===== src/rtl/uart_rx_stream.sv =====
// 8N1 UART receiver: two-flop input synchronizer, mid-bit sampling FSM with
// stop-bit check, and a small byte FIFO presented as a valid/ready stream.
module uart_rx_stream #(
   parameter int CLK_HZ     = 25125000,
   parameter int BAUD       = 115200,
   parameter int FIFO_DEPTH = 4
) (
   input  logic       pll_clk,
   input  logic       rst,
   input  logic       rx_i,
   output logic [7:0] data_o,
   output logic       valid_o,
   input  logic       ready_i,
   output logic       busy_o,
   output logic       frame_err_o,
   output logic       overflow_o
);

   localparam int CLKS_PER_BIT = (CLK_HZ + BAUD / 2) / BAUD;
   localparam int CNT_W        = $clog2(CLKS_PER_BIT);
   localparam int PTR_W        = $clog2(FIFO_DEPTH);

   localparam logic [CNT_W-1:0] CNT_LAST = CNT_W'(CLKS_PER_BIT - 1);
   localparam logic [CNT_W-1:0] CNT_MID  = CNT_W'(CLKS_PER_BIT / 2 - 1);
   localparam logic [PTR_W:0]   CNT_FULL = (PTR_W + 1)'(FIFO_DEPTH);

   if (CLKS_PER_BIT < 4) begin : g_bad_baud
      $error("uart_rx_stream: CLKS_PER_BIT must be at least 4");
   end
   if (FIFO_DEPTH < 2 || (FIFO_DEPTH & (FIFO_DEPTH - 1)) != 0) begin : g_bad_depth
      $error("uart_rx_stream: FIFO_DEPTH must be a power of two and at least 2");
   end

   typedef enum logic [2:0] {
      S_IDLE,
      S_START,
      S_DATA,
      S_STOP,
      S_BREAK
   } state_t;

   logic             rx_meta;
   logic             rx_s;
   state_t           state;
   logic [CNT_W-1:0] cnt;
   logic [2:0]       idx;
   logic [7:0]       shift;
   logic             push_req;
   logic             ferr_req;

   logic [7:0]       mem [FIFO_DEPTH];
   logic [PTR_W-1:0] wr_ptr;
   logic [PTR_W-1:0] rd_ptr;
   logic [PTR_W:0]   count;
   logic [PTR_W:0]   count_next;
   logic             pop;
   logic             full;
   logic             accept;

   // Idle-high reset value keeps a reset release from looking like a start bit.
   always_ff @(posedge pll_clk or posedge rst) begin
      if (rst) begin
         rx_meta <= 1'b1;
         rx_s    <= 1'b1;
      end else begin
         rx_meta <= rx_i;
         rx_s    <= rx_meta;
      end
   end

   // NOTE: every register in a clocked block uses <= so all of them update
   // from the same pre-edge values, regardless of statement order.
   always_ff @(posedge pll_clk or posedge rst) begin
      if (rst) begin
         state    <= S_IDLE;
         cnt      <= '0;
         idx      <= '0;
         shift    <= '0;
         busy_o   <= 1'b0;
         push_req <= 1'b0;
         ferr_req <= 1'b0;
      end else begin
         push_req <= 1'b0;
         ferr_req <= 1'b0;
         unique case (state)
            S_IDLE: begin
               if (!rx_s) begin
                  state  <= S_START;
                  cnt    <= '0;
                  busy_o <= 1'b1;
               end
            end
            S_START: begin
               if (cnt == CNT_MID) begin
                  cnt <= '0;
                  idx <= '0;
                  if (rx_s) begin
                     state  <= S_IDLE;
                     busy_o <= 1'b0;
                  end else begin
                     state <= S_DATA;
                  end
               end else begin
                  cnt <= cnt + CNT_W'(1);
               end
            end
            S_DATA: begin
               if (cnt == CNT_LAST) begin
                  cnt   <= '0;
                  shift <= {rx_s, shift[7:1]};
                  idx   <= idx + 3'd1;
                  if (idx == 3'd7) begin
                     state <= S_STOP;
                  end
               end else begin
                  cnt <= cnt + CNT_W'(1);
               end
            end
            S_STOP: begin
               // Leaving at mid-stop gives half a bit of slack to catch a
               // start bit that directly follows.
               if (cnt == CNT_LAST) begin
                  cnt <= '0;
                  if (rx_s) begin
                     push_req <= 1'b1;
                     state    <= S_IDLE;
                     busy_o   <= 1'b0;
                  end else begin
                     ferr_req <= 1'b1;
                     state    <= S_BREAK;
                  end
               end else begin
                  cnt <= cnt + CNT_W'(1);
               end
            end
            S_BREAK: begin
               if (rx_s) begin
                  state  <= S_IDLE;
                  busy_o <= 1'b0;
               end
            end
            default: begin
               state  <= S_IDLE;
               busy_o <= 1'b0;
            end
         endcase
      end
   end

   assign pop    = valid_o & ready_i;
   assign full   = (count == CNT_FULL);
   assign accept = push_req & (~full | pop);

   always_comb begin
      count_next = count;
      if (accept && !pop) begin
         count_next = count + (PTR_W + 1)'(1);
      end else if (!accept && pop) begin
         count_next = count - (PTR_W + 1)'(1);
      end
   end

   // NOTE: the storage array has no reset; data_o is masked while the FIFO is
   // empty, so stale or uninitialised entries are never visible.
   always_ff @(posedge pll_clk) begin
      if (accept) begin
         mem[wr_ptr] <= shift;
      end
   end

   always_ff @(posedge pll_clk or posedge rst) begin
      if (rst) begin
         wr_ptr      <= '0;
         rd_ptr      <= '0;
         count       <= '0;
         valid_o     <= 1'b0;
         frame_err_o <= 1'b0;
         overflow_o  <= 1'b0;
      end else begin
         if (accept) begin
            wr_ptr <= wr_ptr + PTR_W'(1);
         end
         if (pop) begin
            rd_ptr <= rd_ptr + PTR_W'(1);
         end
         count       <= count_next;
         valid_o     <= (count_next != '0);
         frame_err_o <= ferr_req;
         overflow_o  <= push_req & ~accept;
      end
   end

   assign data_o = valid_o ? mem[rd_ptr] : 8'h00;

endmodule


===== config.mk =====
export PLATFORM = sky130hd
export DESIGN_NAME = uart_rx_stream
export DESIGN_NICKNAME = d
export VERILOG_FILES = /design/src/rtl/uart_rx_stream.sv
export SDC_FILE = /design/constraint.sdc
export NUM_CORES = 1
export LEC_CHECK = 0
export CORE_ASPECT_RATIO = 1.2
export CORE_MARGIN = 8
export CORE_UTILIZATION = 35
export DETAILED_ROUTE_END_ITERATION = 7
export SLEW_MARGIN = 40
export SYNTH_ARGS = -nofsm -noshare
export SYNTH_HDL_FRONTEND = slang
export SYNTH_SLANG_ARGS = --single-unit

===== constraint.sdc =====
create_clock -name pll_clk -period 2.05 [get_ports pll_clk]
set_input_delay 0.41 -clock pll_clk [delete_from_list [all_inputs] [get_ports pll_clk]]
set_output_delay 0.41 -clock pll_clk [all_outputs]
set_load 0.1 [all_outputs]

==> results of run 1 <==
## final cells by class
class / instances / share of cell area [%]
Clock buffer: 11 / 3.71
Clock inverter: 5 / 2.82
Inverter: 12 / 1.18
Multi-Input combinational cell: 143 / 30.4
Sequential cell: 69 / 49.6
Timing Repair Buffer: 24 / 8.53
Tap cell: 117 / 3.84
## Yosys cell counts (2+ instances only)
master    count  area [um^2]
dfrtp_1      35          876
edfxtp_1     32          961
nand2_1      15         56.3
and2_1       13         81.3
ha_1         12          150
inv_1        12         45.0
nor2_1       10         37.5
nand3_1       9         45.0
mux4_2        8          180
mux2_2        7         78.8
o21ai_0       7         35.0
a21oi_1       6         30.0
o211ai_1      5         37.5
a31oi_1       4         25.0
xnor2_1       4         35.0
a21o_1        3         22.5
and3_1        3         18.8
clkbuf_1      3         11.3
nor3_1        3         15.0
nor3b_1       3         22.5
o22ai_1       3         18.8
or3_1         3         18.8
a22o_1        2         17.5
a32o_1        2         20.0
and4b_1       2         20.0
buf_2         2         10.0
buf_6         2         22.5
dfstp_2       2         52.6
nand2b_1      2         12.5
nor2b_1       2         12.5
## stage by stage
step                utilization [%]  instances  hold slack (ps)  worst slack (ps)
finish                         44.3        381              358             -74.9
global route                   44.3        381              364              -134
CTS                            44.3        381              358              -103
detailed placement             41.2        364              343              32.8
global placement               41.2        364              337              64.5
floorplan                         -        232              331              46.2
## power by group
part | switching, uW | leakage, uW | internal [uW]
Combinational | 226 | 0.000653 | 254
Sequential | 98.8 | 0.000847 | 1500
Clock | 496 | 0.000124 | 846
## logic make-up (layout without fill, tap and decap cells)
family                   after synthesis  after routing
AND/OR/NAND/NOR                       70             70
adder cells (fa/ha/maj)               13             13
multiplexers                          15             15
flip-flops                            69             69
AO/OA/AOI/OAI                         41             41
XOR/XNOR                               4              4
buffers and inverters                 20             52
## flip-flops by register name, summed over array words and instances (netlist names)
| signal | flops |
|---|---|
| frame_err_o | 1 |
| rd_ptr | 2 |
| mem | 32 |
| state | 3 |
| overflow_o | 1 |
| ferr_req | 1 |
| valid_o | 1 |
| cnt | 8 |
| count | 3 |
| rx_meta | 1 |
| wr_ptr | 2 |
| rx_s | 1 |
| idx | 3 |
| push_req | 1 |
| busy_o | 1 |
| shift | 8 |
## critical path, cell delays in order (launching register included)
cell	delay, ps
dfrtp_1	390
buf_12	150
mux4_2	490
and2_4	180
buf_12	160
## worst max path at each step
stage | from | cells after the start | slack (ps) | end
final | rd_ptr[0]$_DFFE_PP0N_ | 4 | -70 | data_o[1]
after global routing | rd_ptr[0]$_DFFE_PP0N_ | 4 | -130 | data_o[7]
after CTS | rd_ptr[0]$_DFFE_PP0N_ | 4 | -100 | data_o[1]
after detailed placement | ready_i | 5 | 30 | mem[0][2]$_DFFE_PP_
after global placement | ready_i | 5 | 60 | mem[1][0]$_DFFE_PP_
after floorplan | valid_o$_DFF_PP0_ | 3 | 50 | mem[0][0]$_DFFE_PP_
## timing repair
item                                    in CTS  in global routing
resized for setup                            8                  0
buffers inserted                             1                  0
endpoints found under the setup margin       8                  8
endpoints found under the hold margin        0                  0
hold buffers                                 0                  0
## per-layer routing
layer / routed length (um) / share of wire (%) / up-vias
met5: 0 / 0 / -
met4: 116 / 2.3 / 0
met3: 160 / 3.2 / 10
met2: 2520 / 50 / 22
met1: 2280 / 45 / 894
li1: - / - / 910
==> flow_summary.toml, run 1 <==
[run_status]
status = "complete, but fails checks"
failed_checks = "setup timing"

[clocking]
cts_sinks = 69
htreeDepth = 3
cts_buffer_depth = 2
numCtsBuffers = 9
ctsRootBufferMaster = "clkbuf_8"
path_clk_slew_ps = 80
clk_latency_ps = 340
tritoncts = "done"

[worst_setup_path]
r2r_end = "idx[1]$_DFFE_PP0P_"
worstSetupPathType = "register to output pin"
worstSetupStartpointType = "register"
end_kind = "output pin"
r2r-start = "state[2]$_DFFE_PP0P_"
reg2reg_slack_ps = 260
cp.arrival_ps = 1710
worstPathRequired_ps = 1640
rr_worst_depth = 5
path_max_fanout = 8

[synthesis]
synth_seq_cells = 69
yosys.area_share.xor_xnor_pct = 1.12
synthMuxAreaShare_pct = 8.29
avgSynthCellArea_um2 = 13.5
synth_compound_area_share_pct = 9.49
synthesis.instances = 232
synthFlopType = "dfrtp_1"
ys_seq_area_share_pct = 60.5
synthSimpleGateAreaFrac_pct = 12.4
ys_types = 46
synth_top_family_by_area = "simple AND/OR/NAND/NOR gates"
syn_area_mm2 = 0.00312
syn_nets = 248
synth-edff-count = 32
yosysWarnings = 0
synth_fa_ha_area_share_pct = 5.13
async_reset_ff_share_pct = 53.6

[grt]
use_met3_pct = 2.37
overflow = 0
antenna_found_initial = 0
grt_util_all_layers_pct = 9.21
grt_use_met2_pct = 14.8
grt_max_degree = 38
grt_busiest_layer = "met2"
grt_pass1_wl_um = 8820
grt_pass1_vias = 1858
grtUsageMet1_pct = 11.0

[finish]
mostFrequentLayoutCell = "dfrtp_1"
area_growth_syn_to_layout_pct = 22.1
final_cell_mix = "34 x dfrtp_1, 32 x edfxtp_1, 15 x nand2_1"
final_nets = 275
regArea_mm2 = 0.00189
insertedDiodeCount = 0
nFillCells = 801
layout-drive-gt1-share_pct = 25.4
fin_area_mm2 = 0.00381
multiInputGateArea_mm2 = 0.00116

[placed_design]
portBuffers = 15
finalWeightedCongestion = 0.759
hpwlAfterDp_um = 3710
placed_area_mm2 = 0.00355

[power]
peakVddDrop_mv = 0.342
power_leakage_uw = 0.00162
fin_total_pwr_uw = 3420
power_density_mw_per_mm2 = 897

[hold_path]
whs_endpoint = "frame_err_o$_DFF_PP0_"
hp-start = "ferr_req$_DFF_PP0_"
min_path_type = "register to register"
whs_path_depth = 0

[floorplan]
boundaryPins = 16
die_h_um = 119
die_area_mm2 = 0.0122
core_area_mm2 = 0.00861
rows = 37
dieWidth_um = 102
initial_core_util_pct = 36.3

[timing]
fin_crit_ps = 2120
setup_viol = 8
slew-limit-headroom_pct = 68.9
finalCritPeriodShare_pct = 104
hold_viol_final = 0
max_freq_mhz = 471
tightest_slew_ps = 466
fin_skew_ps = 12.4
report.final.slew_viol_count = 0
setup_ws_ps = -74.9
final.setup.tns_ps = -521
rsz0062_at_grt = "true"

[routing]
drcViolationCount = 0
vias = 1836
drt_pre_antenna_iters = 4
wl_per_cell_um = 13.3
drt_iter0_markers = 87
via_per_inst = 4.82
wl_um = 5080
ant_nets = 0

[run]
cap_violations = 0
No activity file was read; power rests on OpenSTA's default activity.
==> run 2: changes to the inputs <==
--- a/config.mk
+++ b/config.mk
@@ -8,7 +8,10 @@
 export CORE_ASPECT_RATIO = 1.2
 export CORE_MARGIN = 8
 export CORE_UTILIZATION = 35
+export CTS_BUF_LIST = sky130_fd_sc_hd__clkbuf_8
 export DETAILED_ROUTE_END_ITERATION = 7
+export HOLD_SLACK_MARGIN = 0.06
+export MAX_ROUTING_LAYER = met4
 export SLEW_MARGIN = 40
 export SYNTH_ARGS = -nofsm -noshare
 export SYNTH_HDL_FRONTEND = slang
==> run 2 against run 1 <==
The run still ends with setup timing left; first-iteration DRC count grew 1.1%; largest power group unchanged; critical endpoint unchanged; combinational power is essentially flat; worst setup slack gained 0.76 ps; clock power is essentially flat; worst hold slack is essentially flat; register-to-register slack gained 20 ps; clock-buffer cell count shrank 1; critical path type unchanged; largest cell class unchanged.
==> flow_summary.toml, run 2 (same netlist as run 1, synthesis figures left out) <==
[run_status]
status = "complete, but fails checks"
failed_checks = "setup timing"

[grt]
grt_max_degree = 38
grt_util_all_layers_pct = 9.49
grt_pass1_wl_um = 8840
grt_pass1_vias = 1856
overflow = 0
antenna_found_initial = 0

[timing]
max_freq_mhz = 471
hold_viol_final = 0
fin_skew_ps = 11.1
setup_viol = 8
rsz0062_at_grt = "true"
slew-limit-headroom_pct = 70.8
tightest_slew_ps = 437
fin_crit_ps = 2120
final.setup.tns_ps = -513
setup_ws_ps = -74.1
finalCritPeriodShare_pct = 104
holdWs_ps = 358
report.final.slew_viol_count = 0

[finish]
regMostFlops = "mem"
final_nets = 275
mostFrequentLayoutCell = "dfrtp_1"
largest_register_ffs = 32
area_growth_syn_to_layout_pct = 22.1
biggestRegsByFlops = "mem (32), cnt (8), shift (8)"
insertedDiodeCount = 0
layout-drive-gt1-share_pct = 25.4
final_cell_mix = "34 x dfrtp_1, 32 x edfxtp_1, 15 x nand2_1"
nFillCells = 801
regArea_mm2 = 0.00189
multiInputGateArea_mm2 = 0.00116

[worst_setup_path]
cp.arrival_ps = 1710
path_max_fanout = 8
end_kind = "output pin"
slowest_stage = "mux4_2"
worstSetupStartpointType = "register"
worstPathRequired_ps = 1640
critPathMaxStageDelay_ps = 490
path_cells = "buf_12 -> mux4_2 -> and2_4 -> buf_12"
worstSetupPathType = "register to output pin"
path_common_cell = "buf_12"

[clocking]
numCtsBuffers = 9
clk_latency_ps = 340
path_clk_slew_ps = 80
htreeDepth = 3
cts_buffer_depth = 2
cts_sinks = 69
tritoncts = "done"
postCtsHoldBufs = 0
ctsRootBufferMaster = "clkbuf_8"

[power]
peakVddDrop_mv = 0.342
power_density_mw_per_mm2 = 896
power_leakage_uw = 0.00163
fin_total_pwr_uw = 3420

[routing]
wl_per_cell_um = 13.4
ant_nets = 0
drt_iter0_markers = 88
wl_um = 5110
drcViolationCount = 0
vias = 1849
drt_pre_antenna_iters = 4
via_per_inst = 4.85

[floorplan]
dieWidth_um = 102
core_area_mm2 = 0.00861
die_area_mm2 = 0.0122
rows = 37
initial_core_util_pct = 36.3
boundaryPins = 16
die_h_um = 119

[placed_design]
hpwlAfterDp_um = 3710
finalWeightedCongestion = 0.769
portBuffers = 15

[run]
cap_violations = 0

[hold_path]
min_path_type = "register to register"
-- run 2: cell count changes in the layout (fill, tap and decap cells not counted) --
cell,before,now
clkbuf_1,1,0
inv_1,12,13
-- run 2: through the flow --
stage	area, um^2	cells	utilization (%)	setup WS (ps)
floorplan	3140	232	-	46.2
global placement	3550	364	41.2	64.5
detailed placement	3550	364	41.2	32.8
CTS	3810	381	44.3	-104
global route	3810	381	44.3	-132
finish	3810	381	44.3	-74.1
-- run 2: final timing paths --
kind | start | endpoint | slack (ps) | cells past startpoint
worst max-delay path | rd_ptr[0]$_DFFE_PP0N_ | data_o[1] | -70 | 4
worst min-delay path | ferr_req$_DFF_PP0_ | frame_err_o$_DFF_PP0_ | 360 | 0
worst max register to register | state[2]$_DFFE_PP0P_ | idx[2]$_DFFE_PP0P_ | 280 | 5
worst min register to register | ferr_req$_DFF_PP0_ | frame_err_o$_DFF_PP0_ | 360 | 0
max in group asynchronous | rst | rx_meta$_DFF_PP1_ | 1380 | 3
min in group asynchronous | rst | cnt[6]$_DFFE_PP0P_ | 420 | 3
-- run 2: critical path: cells and delay by family (launching register included) --
kind	cells	cell delay, ps
buf+inv	2	310
simple gates	1	180
mux	1	490
flops	1	390
-- run 2: area by class of cell --
class,count,share of cell area [%]
Clock buffer,10,3.61
Clock inverter,6,2.92
Multi-Input combinational cell,143,30.4
Inverter,12,1.18
Timing Repair Buffer,24,8.53
Tap cell,117,3.84
Sequential cell,69,49.6
-- run 2: metal layers --
layer  vias to the layer above  share of wire [%]  track usage (%)
li1                        912                  -                -
met1                       903                 46             11.1
met2                        24                 49             14.8
met3                        10                3.1             2.26
met4                         0                2.2             4.97
met5                         -                  0                -
-- run 2: repair_timing --
item	in CTS	in global routing
pin swaps	0	0
gates resized for setup	8	0
setup endpoints to repair	8	8
setup buffers	1	0
-- run 2: where the power goes --
| part | internal [uW] | total (uW) | switching (uW) |
|---|---|---|---|
| clock | 841 | 1340 | 496 |
| sequential | 1500 | 1600 | 98.9 |
| combinational | 254 | 480 | 226 |
| total | 2600 | 3420 | 821 |
==> run 3: changes to the inputs <==
--- a/config.mk
+++ b/config.mk
@@ -12,6 +12,7 @@
 export DETAILED_ROUTE_END_ITERATION = 7
 export HOLD_SLACK_MARGIN = 0.06
 export MAX_ROUTING_LAYER = met4
+export SKIP_LAST_GASP = 1
 export SLEW_MARGIN = 40
 export SYNTH_ARGS = -nofsm -noshare
 export SYNTH_HDL_FRONTEND = slang
==> results of run 3 <==
The final DEF is identical to that of run 2; final timing and power are the same.
